`src/rtl/uart_tx_fifo.sv`:
```
// rtl/uart_tx_fifo.sv - UART transmitter with transmit FIFO, runtime frame format and baud divisor
module uart_tx_fifo #(
    parameter int DIV_WIDTH  = 16,
    parameter int FIFO_DEPTH = 16,
    parameter int CNT_WIDTH  = 5
) (
    input  logic                 clk,
    input  logic                 reset,
    input  logic                 wr_en,
    input  logic [7:0]           wr_data,
    input  logic [DIV_WIDTH-1:0] cfg_div,
    input  logic [1:0]           cfg_bits,
    input  logic [1:0]           cfg_parity,
    input  logic                 cfg_stop2,
    output logic                 tx_out,
    output logic                 tx_busy,
    output logic                 full,
    output logic                 empty,
    output logic [CNT_WIDTH-1:0] fifo_count,
    output logic                 overflow
);

    localparam int AW = (FIFO_DEPTH > 1) ? $clog2(FIFO_DEPTH) : 1;

    typedef enum logic [2:0] {
        IDLE   = 3'd0,
        START  = 3'd1,
        DATA   = 3'd2,
        PARITY = 3'd3,
        STOP   = 3'd4
    } state_t;

    state_t state, state_nx;

    logic [7:0]           mem [FIFO_DEPTH];
    logic [AW-1:0]        wr_ptr, rd_ptr;
    logic                 push, pop;
    logic [CNT_WIDTH-1:0] count_nx;
    logic [7:0]           head, head_mask;

    logic [7:0]           data_l;
    logic [DIV_WIDTH-1:0] div_l;
    logic [1:0]           bits_l;
    logic                 par_en_l, par_bit_l, stop2_l;
    logic [DIV_WIDTH-1:0] baud_cnt;
    logic [2:0]           bit_idx;
    logic                 stop_idx;
    logic                 bit_done, last_data, last_stop, tx_nx;

    assign push      = wr_en && !full;
    assign head      = mem[rd_ptr];
    assign bit_done  = (baud_cnt == div_l);
    assign last_data = (bit_idx == 3'd4 + {1'b0, bits_l});
    assign last_stop = (stop_idx == stop2_l);
    assign count_nx  = fifo_count + CNT_WIDTH'(push) - CNT_WIDTH'(pop);

    always_comb begin
        case (cfg_bits)
            2'b00:   head_mask = 8'h1f;
            2'b01:   head_mask = 8'h3f;
            2'b10:   head_mask = 8'h7f;
            default: head_mask = 8'hff;
        endcase
    end

    always_ff @(posedge clk) begin
        if (!reset) state <= IDLE;
        else        state <= state_nx;
    end

    // The FIFO is popped exactly when a new frame is entered, from IDLE or straight out of the last stop bit.
    always_comb begin
        state_nx = state;
        pop      = 1'b0;
        case (state)
            IDLE: if (!empty) begin
                state_nx = START;
                pop      = 1'b1;
            end
            START:  if (bit_done) state_nx = DATA;
            DATA:   if (bit_done && last_data) state_nx = par_en_l ? PARITY : STOP;
            PARITY: if (bit_done) state_nx = STOP;
            STOP: if (bit_done && last_stop) begin
                if (!empty) begin
                    state_nx = START;
                    pop      = 1'b1;
                end else begin
                    state_nx = IDLE;
                end
            end
            default: state_nx = IDLE;
        endcase
    end

    always_comb begin
        tx_nx = 1'b1;
        case (state)
            START:   tx_nx = 1'b0;
            DATA:    tx_nx = data_l[bit_idx];
            PARITY:  tx_nx = par_bit_l;
            default: tx_nx = 1'b1;
        endcase
    end

    // tx_out trails the state by one edge, so the start bit appears two edges after a write into an idle FIFO.
    always_ff @(posedge clk) begin
        if (!reset) begin
            tx_out    <= 1'b1;
            tx_busy   <= 1'b0;
            baud_cnt  <= '0;
            bit_idx   <= '0;
            stop_idx  <= 1'b0;
            data_l    <= '0;
            div_l     <= '0;
            bits_l    <= '0;
            par_en_l  <= 1'b0;
            par_bit_l <= 1'b0;
            stop2_l   <= 1'b0;
        end else begin
            tx_out  <= tx_nx;
            tx_busy <= (state != IDLE) || !empty;
            if (state == IDLE || bit_done) baud_cnt <= '0;
            else                           baud_cnt <= baud_cnt + 1'b1;
            if (state != DATA)  bit_idx <= '0;
            else if (bit_done)  bit_idx <= bit_idx + 1'b1;
            if (state != STOP)  stop_idx <= 1'b0;
            else if (bit_done)  stop_idx <= ~stop_idx;
            if (pop) begin
                data_l    <= head;
                div_l     <= cfg_div;
                bits_l    <= cfg_bits;
                par_en_l  <= (cfg_parity == 2'b01) || (cfg_parity == 2'b10);
                par_bit_l <= (^(head & head_mask)) ^ (cfg_parity == 2'b10);
                stop2_l   <= cfg_stop2;
            end
        end
    end

    always_ff @(posedge clk) begin
        if (!reset) begin
            wr_ptr     <= '0;
            rd_ptr     <= '0;
            fifo_count <= '0;
            full       <= 1'b0;
            empty      <= 1'b1;
            overflow   <= 1'b0;
        end else begin
            if (push) wr_ptr <= wr_ptr + 1'b1;
            if (pop)  rd_ptr <= rd_ptr + 1'b1;
            fifo_count <= count_nx;
            full       <= (count_nx == CNT_WIDTH'(FIFO_DEPTH));
            empty      <= (count_nx == '0);
            if (wr_en && full) overflow <= 1'b1;
        end
    end

    always_ff @(posedge clk) begin
        if (reset && push) mem[wr_ptr] <= wr_data;
    end

endmodule

```
`config.mk`:
```
export PLATFORM = sky130hd
export DESIGN_NAME = uart_tx_fifo
export DESIGN_NICKNAME = d
export VERILOG_FILES = /design/src/rtl/uart_tx_fifo.sv
export SDC_FILE = /design/constraint.sdc
export NUM_CORES = 1
export LEC_CHECK = 0
export ABC_CLOCK_PERIOD_IN_PS = 4400
export BUFFER_PORTS_ARGS = -buffer_cell sky130_fd_sc_hd__buf_2
export CAP_MARGIN = 30
export CORE_AREA = 2 2 132 198
export CTS_CLUSTER_DIAMETER = 150
export DETAILED_ROUTE_END_ITERATION = 8
export DIE_AREA = 0 0 134 200
export SKIP_CTS_REPAIR_TIMING = 1
export SYNTH_ARGS = -nofsm -noshare
export SYNTH_HDL_FRONTEND = slang
export SYNTH_SLANG_ARGS = --single-unit
```
`constraint.sdc`:
```
create_clock -name clk -period 4.4 [get_ports clk]
set_input_delay 0.22 -clock clk [delete_from_list [all_inputs] [get_ports clk]]
set_output_delay 0.22 -clock clk [all_outputs]
set_load 0.005 [all_outputs]
```
==> run metrics <==
outcome finished, violations left; failing checks hold timing; count of state elements after synthesis 202; max-cap viol count 0; final hold slack -1.50 ps; Routed WL 17.3 mm; # rows 71; Fin. Hold Viols 1; combinational power share 26.1%; Sw Ratio 29.9%; async set-reset flop share out of synthesis 0%; vias in the first global route 4916; die area 26800 um2; Netlist cell types 46; largest net degree at the start of global routing between 50 and 60; H-Tree Depth 1; Mapped Area roughly 8400 um2; critical path start-end classification flip-flop to flip-flop; CTS tree done; Global Route Usage Sum a little over an eighth; Clock Tree Root clkbuf_16; Num Clock Sinks 202; initial drt markers 237; Clock Tree Buf Depth 3; Post-synth EDFFs around 130; Lkg Pwr 3.46 nW; Vias between 4000 and 5000; number of port buffers 41; Internal 3.74 mW; WP data required ~4800 ps; hold crit path type input port to flip-flop; syn avg cell area between 10 and 15 um2; num ports 42; Pins Over Slew Limit 0; fillers ~2300; Diodes inserted 0; Period Utilization, post-route 83.1%; Core ar. 25000 um2; Finish-stage setup viols 0; Post-Place Worst Slack roughly 700 ps; post-synthesis sequential area ratio 63.2%; Worst-path clk slew around 60 ps; proportion of power drawn by the clock network a little under a third; worst rel slew slack between 40% and 50%; critical path fanouts, max 6; first-pass GRT wire length 27.0 mm; Seq pwr share a little over two fifths; Initial Util ~34%; Setup TNS Final 0 ps; share of cells above drive strength 1 approximately 17%; number of nets still failing antenna checks after routing 0; die height roughly 200 um; Worst Setup Start Kind flip-flop; Crit. End Element flip-flop; Final WS setup 745 ps; P per Cell Area roughly 550 nW/um2; slew of the pin with the lowest slew margin between 800 and 900 ps; clk_lat worst skew 500 ps; initial antenna violation count 0; Vias/cell 4.79; Final Skew 20.5 ps; Detail Placement HPWL ~12 mm; NetSw ~1.6 mW; Area Growth Syn to Fin 16.1%; global route total overflow 0; post-DR wirelength/cell 17.0 um; fmax 274 MHz; Post-synth top flop edfxtp_1; Ys Warns 0; drc violations 0; Die W 134 um; Mapped Cells 614; Tmin final 3660 ps; worst ir drop on vdd between 0.3 and 0.4 mV; Nets 722; router iterations before antenna repair 4; CTS buffer count 21; CP Data Arrival Time 4070 ps; gp weighted congestion 0.761; RSZ-0062 raised after global routing no; syn nets 659
==> path summary, 6_finish.rpt <==
path | start | to | slack (ps) | depth (start not counted)
worst max register to register | baud_cnt[4] | empty | 740 | 13
worst min-delay path | cfg_div[12] | div_l[12] | -1 | 3
worst min register to register | data_l[0] | data_l[0] | 460 | 2
worst max-delay path | baud_cnt[4] | empty | 740 | 13
==> cell type report <==
class	instances	area, um2	area share [%]
clock inverter	15	87.6	0.896
clock buffer	23	543	5.55
multi-input combinational	367	2880	29.5
timing repair buffer	70	468	4.79
sequential	202	5330	54.5
inverter	15	56.3	0.576
tap	328	410	4.20
==> critical path: stages, from the launching register on <==
cell,delay [ps]
dfxtp_1,340
xor2_1,150
nor4_1,440
nand4_1,300
o21ai_1,400
and2_1,210
nand2b_1,90
nand2_1,70
ha_1,150
inv_1,50
fa_1,400
xnor2_1,150
or4b_2,630
o21ai_0,170
==> cell usage in the layout, fill, tap and decap left out, drive strengths merged, types with 10 or more instances in the layout <==
cell         netlist  routed
buf                8      52
dlygate4sd3        0      18
clkbuf            22      23
inv               15      16
a22oi             14      14
nand2             83      83
clkinv             0      10
xor2              29      29
nand3             18      18
a21boi            31      31
xnor2             21      21
nor2              42      42
and2              16      16
ha                12      12
mux4              35      35
dfxtp             74      74
edfxtp           128     128
==> layer usage <==
layer	track usage, %	up-vias	share of wire (%)
met5	0	-	0
li1	-	2365	-
met4	3.59	0	2.5
met2	24.9	94	54
met3	1.87	29	3.7
met1	15.1	2395	40
==> cell families (layout without fill, tap and decap cells) <==
kind of cell | after synthesis | in the layout | share of synthesized area (%)
buffers and inverters | 45 | 123 | 2.53
multiplexers | 36 | 36 | 9.92
adder cells (fa/ha/maj) | 13 | 13 | 2.02
AO/OA/AOI/OAI | 67 | 67 | 5.82
XOR/XNOR | 51 | 51 | 5.56
flip-flops | 202 | 202 | 63.2
AND/OR/NAND/NOR | 200 | 200 | 10.9
==> sequential cells by signal (all words and copies together), names as in the netlist, 2 cells and up, named ones only <==
| register | flops |
|---|---|
| wr_ptr | 4 |
| data_l | 8 |
| bits_l | 2 |
| state | 3 |
| fifo_count | 5 |
| div_l | 16 |
| bit_idx | 3 |
| rd_ptr | 4 |
| baud_cnt | 16 |
| mem | 128 |
==> metrics by stage <==
stage / utilization [%] / hold WS, ps / instance area (um2) / instances / power [mW]
6_report: 39.2 / -1.50 / 9780 / 1020 / 5.34
5_1_grt: 39.2 / 4.90 / 9780 / 1020 / 5.64
4_1_cts: 38.4 / -57.7 / 9600 / 1002 / 5.40
3_5_place_dp: 35.9 / 454 / 8960 / 964 / 3.78
3_3_place_gp: 35.9 / 441 / 8960 / 964 / 3.76
2_1_floorplan: - / 319 / 8420 / 614 / 3.41
==> power groups by stage <==
stage / logic, mW / registers [mW] / clock network [mW]
floorplan: 1.11 / 2.30 / 0
global placement: 1.40 / 2.36 / 0
detailed placement: 1.41 / 2.37 / 0
CTS: 1.42 / 2.33 / 1.66
global route: 1.55 / 2.35 / 1.74
finish: 1.39 / 2.32 / 1.63
==> synth_stat cells (3+ instances only) <==
cell type / instances / area, um2
a21boi_1: 31 / 233
a21oi_1: 8 / 40.0
a22oi_1: 12 / 90.1
and2_1: 16 / 100
and3_1: 7 / 43.8
buf_2: 3 / 15.0
clkbuf_1: 22 / 82.6
dfxtp_1: 74 / 1480
edfxtp_1: 128 / 3840
ha_1: 12 / 150
inv_1: 15 / 56.3
mux4_1: 10 / 263
mux4_2: 25 / 563
nand2_1: 82 / 308
nand2b_1: 3 / 18.8
nand3_1: 18 / 90.1
nand3b_1: 3 / 22.5
nor2_1: 42 / 158
nor2b_1: 8 / 50.1
nor3_1: 8 / 40.0
nor4_1: 5 / 31.3
o21ai_0: 5 / 25.0
xnor2_1: 20 / 175
xor2_1: 29 / 254
Note: power is estimated with default switching activity, not from simulation.
